$ cat config.mk
export PLATFORM = sky130hd
export DESIGN_NAME = result_buffer_unload
export DESIGN_NICKNAME = d
export VERILOG_FILES = /design/src/rtl/result_buffer_unload.sv
export SDC_FILE = /design/constraint.sdc
export NUM_CORES = 2
export LEC_CHECK = 0
export CAP_MARGIN = 20
export CORE_MARGIN = 8
export CORE_UTILIZATION = 45
export CTS_CLUSTER_SIZE = 14
export DETAILED_ROUTE_END_ITERATION = 10
export HOLD_SLACK_MARGIN = 0.12
export PLACE_DENSITY_LB_ADDON = 0.1
export SYNTH_ARGS = -nofsm -noshare
export SYNTH_HDL_FRONTEND = slang
export SYNTH_SLANG_ARGS = --single-unit
$ cat constraint.sdc
create_clock -name clk -period 12.7 [get_ports clk]
set_input_delay 3.81 -clock clk [delete_from_list [all_inputs] [get_ports clk]]
set_output_delay 3.81 -clock clk [all_outputs]
set_load 0.05 [all_outputs]
$ cat src/rtl/result_buffer_unload.sv
// result_buffer_unload
// Captures MMU result rows (all lanes in parallel, one row per cycle) into one
// of NUM_BUF local matrix buffers. Later streams a buffer back out serially in
// row-major order under a valid/ready handshake. Per-buffer dimensions are
// tracked so the controller can query them.

module result_buffer_unload #(
    parameter int VAR_SIZE = 8,
    parameter int MMU_SIZE = 10,
    parameter int NUM_BUF  = 4
) (
    input  logic                         clk,
    input  logic                         rst,
    input  logic [1:0]                   cmd,
    input  logic [1:0]                   buffer,
    input  logic [7:0]                   dim_x_in,
    input  logic [7:0]                   dim_y_in,
    input  logic [VAR_SIZE*MMU_SIZE-1:0] row_in,
    input  logic                         row_valid,
    output logic [VAR_SIZE-1:0]          out_data,
    output logic                         out_valid,
    output logic                         out_last,
    input  logic                         out_ready,
    output logic                         busy,
    output logic [7:0]                   dim_x_out,
    output logic [7:0]                   dim_y_out
);

    localparam int ROW_W  = VAR_SIZE * MMU_SIZE;
    localparam int DEPTH  = NUM_BUF * MMU_SIZE;
    localparam int ADDR_W = (DEPTH > 1) ? $clog2(DEPTH) : 1;

    localparam logic [7:0] MAX_DIM  = 8'(MMU_SIZE);
    localparam logic [7:0] LAST_ROW = 8'(MMU_SIZE - 1);

    localparam logic [1:0] CMD_NONE    = 2'b00;
    localparam logic [1:0] CMD_CAPTURE = 2'b01;
    localparam logic [1:0] CMD_SEND    = 2'b10;
    localparam logic [1:0] CMD_CLEAR   = 2'b11;

    localparam logic [1:0] ST_IDLE    = 2'b00;
    localparam logic [1:0] ST_CAPTURE = 2'b01;
    localparam logic [1:0] ST_SEND    = 2'b10;
    localparam logic [1:0] ST_CLEAR   = 2'b11;

    logic [1:0]       state;
    logic [1:0]       buf_sel;
    logic [7:0]       row;
    logic [7:0]       col;

    logic [7:0]       dim_x_reg [NUM_BUF];
    logic [7:0]       dim_y_reg [NUM_BUF];

    logic [ROW_W-1:0] mem [DEPTH];

    logic [7:0]        cur_dim_x;
    logic [7:0]        cur_dim_y;
    logic              dims_nonzero;
    logic              cap_dims_ok;
    logic              capture_accept;
    logic              clear_accept;
    logic              row_is_last;
    logic              col_is_last;
    logic              transfer;
    logic [ADDR_W-1:0] addr;
    logic              mem_we;
    logic [ROW_W-1:0]  mem_wdata;
    logic [ROW_W-1:0]  rd_row;

    assign cur_dim_x    = dim_x_reg[buf_sel];
    assign cur_dim_y    = dim_y_reg[buf_sel];
    assign dims_nonzero = (cur_dim_x != 8'd0) && (cur_dim_y != 8'd0);

    // A capture is only meaningful when both dimensions fit in a buffer.
    assign cap_dims_ok = (dim_x_in != 8'd0) && (dim_y_in != 8'd0) &&
                         (dim_x_in <= MAX_DIM) && (dim_y_in <= MAX_DIM);

    assign capture_accept = (state == ST_IDLE) && (cmd == CMD_CAPTURE) && cap_dims_ok;
    assign clear_accept   = (state == ST_IDLE) && (cmd == CMD_CLEAR);

    assign row_is_last = (row == 8'(cur_dim_x - 8'd1));
    assign col_is_last = (col == 8'(cur_dim_y - 8'd1));

    assign busy      = (state != ST_IDLE);
    assign out_valid = (state == ST_SEND) && dims_nonzero;
    assign out_last  = out_valid && row_is_last && col_is_last;
    assign transfer  = out_valid && out_ready;

    // Shared row address for both writes and the serial read; pointers beyond
    // the buffer are clamped so the index never leaves the array.
    always_comb begin
        addr = '0;
        if (row < MAX_DIM) begin
            addr = ADDR_W'(int'(buf_sel) * MMU_SIZE + int'(row));
        end else begin
            addr = ADDR_W'(int'(buf_sel) * MMU_SIZE);
        end
    end

    // Write enable and data: captured rows while loading, zero rows while clearing.
    always_comb begin
        mem_we    = 1'b0;
        mem_wdata = '0;
        if (state == ST_CAPTURE && row_valid) begin
            mem_we    = 1'b1;
            mem_wdata = row_in;
        end else if (state == ST_CLEAR) begin
            mem_we    = 1'b1;
            mem_wdata = '0;
        end
    end

    // Select the current element of the current row for the serial output.
    always_comb begin
        rd_row   = mem[addr];
        out_data = '0;
        if (col < MAX_DIM) begin
            out_data = rd_row[int'(col)*VAR_SIZE +: VAR_SIZE];
        end
    end

    // Buffer storage; contents are deliberately not reset, CLEAR initialises them.
    always_ff @(posedge clk) begin
        if (mem_we) begin
            mem[addr] <= mem_wdata;
        end
    end

    // Per-buffer dimension registers, written only when a command is accepted.
    always_ff @(posedge clk or posedge rst) begin
        if (rst) begin
            for (int i = 0; i < NUM_BUF; i++) begin
                dim_x_reg[i] <= 8'd0;
                dim_y_reg[i] <= 8'd0;
            end
        end else if (capture_accept) begin
            dim_x_reg[buffer] <= dim_x_in;
            dim_y_reg[buffer] <= dim_y_in;
        end else if (clear_accept) begin
            dim_x_reg[buffer] <= 8'd0;
            dim_y_reg[buffer] <= 8'd0;
        end
    end

    // Registered dimension query of whichever buffer the controller selects.
    always_ff @(posedge clk or posedge rst) begin
        if (rst) begin
            dim_x_out <= 8'd0;
            dim_y_out <= 8'd0;
        end else begin
            dim_x_out <= dim_x_reg[buffer];
            dim_y_out <= dim_y_reg[buffer];
        end
    end

    // Control FSM: command acceptance in IDLE, pointer stepping in each mode.
    always_ff @(posedge clk or posedge rst) begin
        if (rst) begin
            state   <= ST_IDLE;
            buf_sel <= 2'd0;
            row     <= 8'd0;
            col     <= 8'd0;
        end else begin
            case (state)
                ST_IDLE: begin
                    row <= 8'd0;
                    col <= 8'd0;
                    case (cmd)
                        CMD_CAPTURE: begin
                            if (cap_dims_ok) begin
                                buf_sel <= buffer;
                                state   <= ST_CAPTURE;
                            end
                        end
                        CMD_SEND: begin
                            buf_sel <= buffer;
                            state   <= ST_SEND;
                        end
                        CMD_CLEAR: begin
                            buf_sel <= buffer;
                            state   <= ST_CLEAR;
                        end
                        default: state <= ST_IDLE;
                    endcase
                end
                ST_CAPTURE: begin
                    if (row_valid) begin
                        if (row_is_last) begin
                            state <= ST_IDLE;
                            row   <= 8'd0;
                        end else begin
                            row <= row + 8'd1;
                        end
                    end
                end
                ST_SEND: begin
                    if (!dims_nonzero) begin
                        state <= ST_IDLE;
                    end else if (transfer) begin
                        if (out_last) begin
                            state <= ST_IDLE;
                            row   <= 8'd0;
                            col   <= 8'd0;
                        end else if (col_is_last) begin
                            col <= 8'd0;
                            row <= row + 8'd1;
                        end else begin
                            col <= col + 8'd1;
                        end
                    end
                end
                ST_CLEAR: begin
                    if (row == LAST_ROW) begin
                        state <= ST_IDLE;
                        row   <= 8'd0;
                    end else begin
                        row <= row + 8'd1;
                    end
                end
                default: state <= ST_IDLE;
            endcase
        end
    end

endmodule

==> results.md <==
- Drt first pass iters: 6
- Clock transition at path regs: 60 ps
- Synth area leader: edfxtp_1
- Reg2Reg Setup Slack: a little under 6000 ps
- Initial Utilization: between 40% and 50%
- Crit path DAT: about 7800 ps
- Sequential element share of the synthesized area: about four fifths
- Minimum clock period: 11,590 ps
- Final period util: 91.2%
- Clock latency on the worst-skew pair: between 900 and 1000 ps
- End of the worst register-to-register path: mem[21][21]
- First-pass GRT wire length: 609,000 µm
- Most common cell after layout, fill and taps aside: edfxtp_1
- Number of port buffers: 130
- Pre-CTS setup slack: about 2100 ps
- Asr flop ratio synth: under 10%
- Die footprint: 293,000 µm²
- Worst Skew: between 40 and 50 ps
- Status: finished clean
- Total chip power: 0.0258 W
- Vias per cell: 6.56
- Slew @ Worst Pin: 1220 ps
- Final setup TNS: 0 ps
- Mean Syn Cell Area: around 17 µm²
- Rows: between 150 and 200
- RSZ-0062 raised after global routing: no
- Largest net degree at the start of global routing: ~120
- Syn Inst Count: around 7.3k
- Initial antenna violation count: 20
- Max_slew headroom: a little under a fifth
- Final setup viols: 0
- P_leak: approximately 46 nW
- Area Growth Syn to Fin: 15.2%
- Worst reg2reg path depth: 8
- Post-Route WL: 446,000 µm
- Setup crit start kind: register
- # nets final: ~8k
- Gr usage total: 29.5%
- Critical-path cell list: or4_1 -> nor2_4 -> mux2i_4 -> nand3_4 -> o22ai_1 -> nor4_1 -> o32ai_1 -> o221ai_1 -> clkdlybuf4s50_1
- Final setup margin: between 1000 and 1500 ps
- Library cells used by synthesis: 86
- Cell Pwr Density: approximately 180 nW/µm²
- Post-CTS sizing: 0
- Die span in y: 541 µm
- F_max: around 0.086 GHz
- Worst VDD drop: about 0.18 mV
- Max reg flops: about 3.2k
- DRC violations left: 0
- Via count: 76.6k
- CTS tree: done
- Slowest CP cell: nand3_4
- FILL cells: ~22k
- Final hold violations: 0
- Die span in x: 541 µm
- GP Congestion: between 0.8 and 0.9
- Post-synthesis cell area: 124,000 µm²
- CP Class: register to output port
- GRT overflow: 0
- Core Footprint: 276,000 µm²
- Primary FF master, synth: edfxtp_1
- I/O pin count: approximately 130
- Fin. max-slew vios: 0
- Syn. warnings: 0
- RR Startpoint: row[5]
- Initial DRC Count: ~12k
- Worst hold start: dim_y_reg[6]
- Synth top area cells: edfxtp_1 77%, o22ai_1 4.0%, mux4_2 3.4%, dfrtp_1 2.0%, nand2_1 1.3%
- Root Driver: clkbuf_16
- Cts hold-fix bufs: 0
- Slowest stage delay, CP: 1020 ps
- Most frequent cells in the layout: 3,200 x edfxtp_1, 789 x o22ai_1, 440 x nand2_1
- Syn nets: ~7.4k
- Synthesized flop and latch total: around 3.3k
- Post CTS Setup Buffer Count: 0
- Clk buf depth: 4
- HP Class: register to register
- EDFF count, synth: between 3k and 4k
- Post-synth top area share: about 77%
- HPWL Detailed: around 230,000 µm
- Layout Utilization: between 50% and 60%
- Hold Path End: dim_y_reg[6]
- Max Cap Violations: 0
- WHS Path Cells: 1
- Routed len/inst: 38.2 µm
- Worst-path maximum fanout: 22
- Htree depth: 5
- TritonCTS buffer count: approximately 350
- Clock sinks: 3,300
- DRT antenna net count: 0
- Vias in the first global route: between 70k and 80k
- Required time of the critical path: 8890 ps
- Share of cells above drive strength 1: approximately 15%
- Setup crit end kind: output port
## synthesized netlist by cell type (49+ instances only)
cell type  instances
o22ai_1          790
o221ai_1         172
buf_1             50
nand3_1          156
nand2_1          445
nor2_1           436
mux4_2           189
a31oi_1           49
buf_2            182
mux2i_1           59
clkbuf_1         210
a21oi_1          118
edfxtp_1        3200
dfrtp_1          100
nor3_1           282
o21ai_0          164
nor4_1            73
and2_1           118
## worst max-delay path: cells and delay by family (launching register included)
family | cells | cell delay (ps)
mux | 1 | 920
simple gates | 4 | 2490
compound gates | 3 | 2010
buf+inv | 1 | 880
flops | 1 | 480
## worst max path at each step
stage	from	end	slack [ps]	cells after the start
floorplan	row_valid	mem[32][0]	2460	3
global placement	row[2]	out_data[7]	2100	14
detailed placement	row[2]	out_data[7]	2080	14
CTS	row[2]	out_data[7]	1070	14
global route	row[2]	out_data[7]	980	14
finish	row[5]	out_data[7]	1110	9
## cell type report
cell class	count	area, µm²	share of cell area [%]
sequential	3300	98600	68.9
tap	3705	4640	3.24
inverter	19	73.8	0.0516
clock buffer	434	9180	6.41
timing repair buffer	527	5200	3.63
antenna	13	32.5	0.0227
multi-input combinational	3483	23900	16.7
clock inverter	193	1530	1.07
## where the power goes
group	total [W]	internal, W	switching (W)
Clock	0.00972	0.00543	0.00429
Sequential	0.0122	0.0122	0.0000466
Combinational	0.00380	0.00124	0.00256
Total	0.0258	0.0189	0.00690
## per-layer routing
layer / up-vias / GRT usage [%] / share of wire [%]
li1: 30400 / - / -
met1: 40600 / 41.6 / 40
met2: 4774 / 46.2 / 46
met3: 862 / 5.90 / 10
met4: 10 / 10.6 / 4.1
met5: - / 0 / 0.015
## through the flow
step,instance area (µm²),hold WS [ps],std cells
floorplan,124000,465,7274
global placement,132000,482,11000
detailed placement,132000,489,11000
CTS,143000,507,11600
global route,143000,527,11700
finish,143000,509,11700
## kinds of logic (layout without fill, tap and decap cells)
group / Yosys count / after routing / share of synthesized area [%]
compound gates: 1563 / 1563 / 8.44
xor+xnor: 16 / 16 / 0.113
simple gates: 1616 / 1616 / 6.00
fa+ha+maj: 12 / 12 / 0.127
buf+inv: 491 / 1173 / 1.77
mux: 276 / 276 / 4.16
flops: 3300 / 3300 / 79.4
other cells: 0 / 13 / 0
Note: power is estimated with default switching activity, not from simulation.
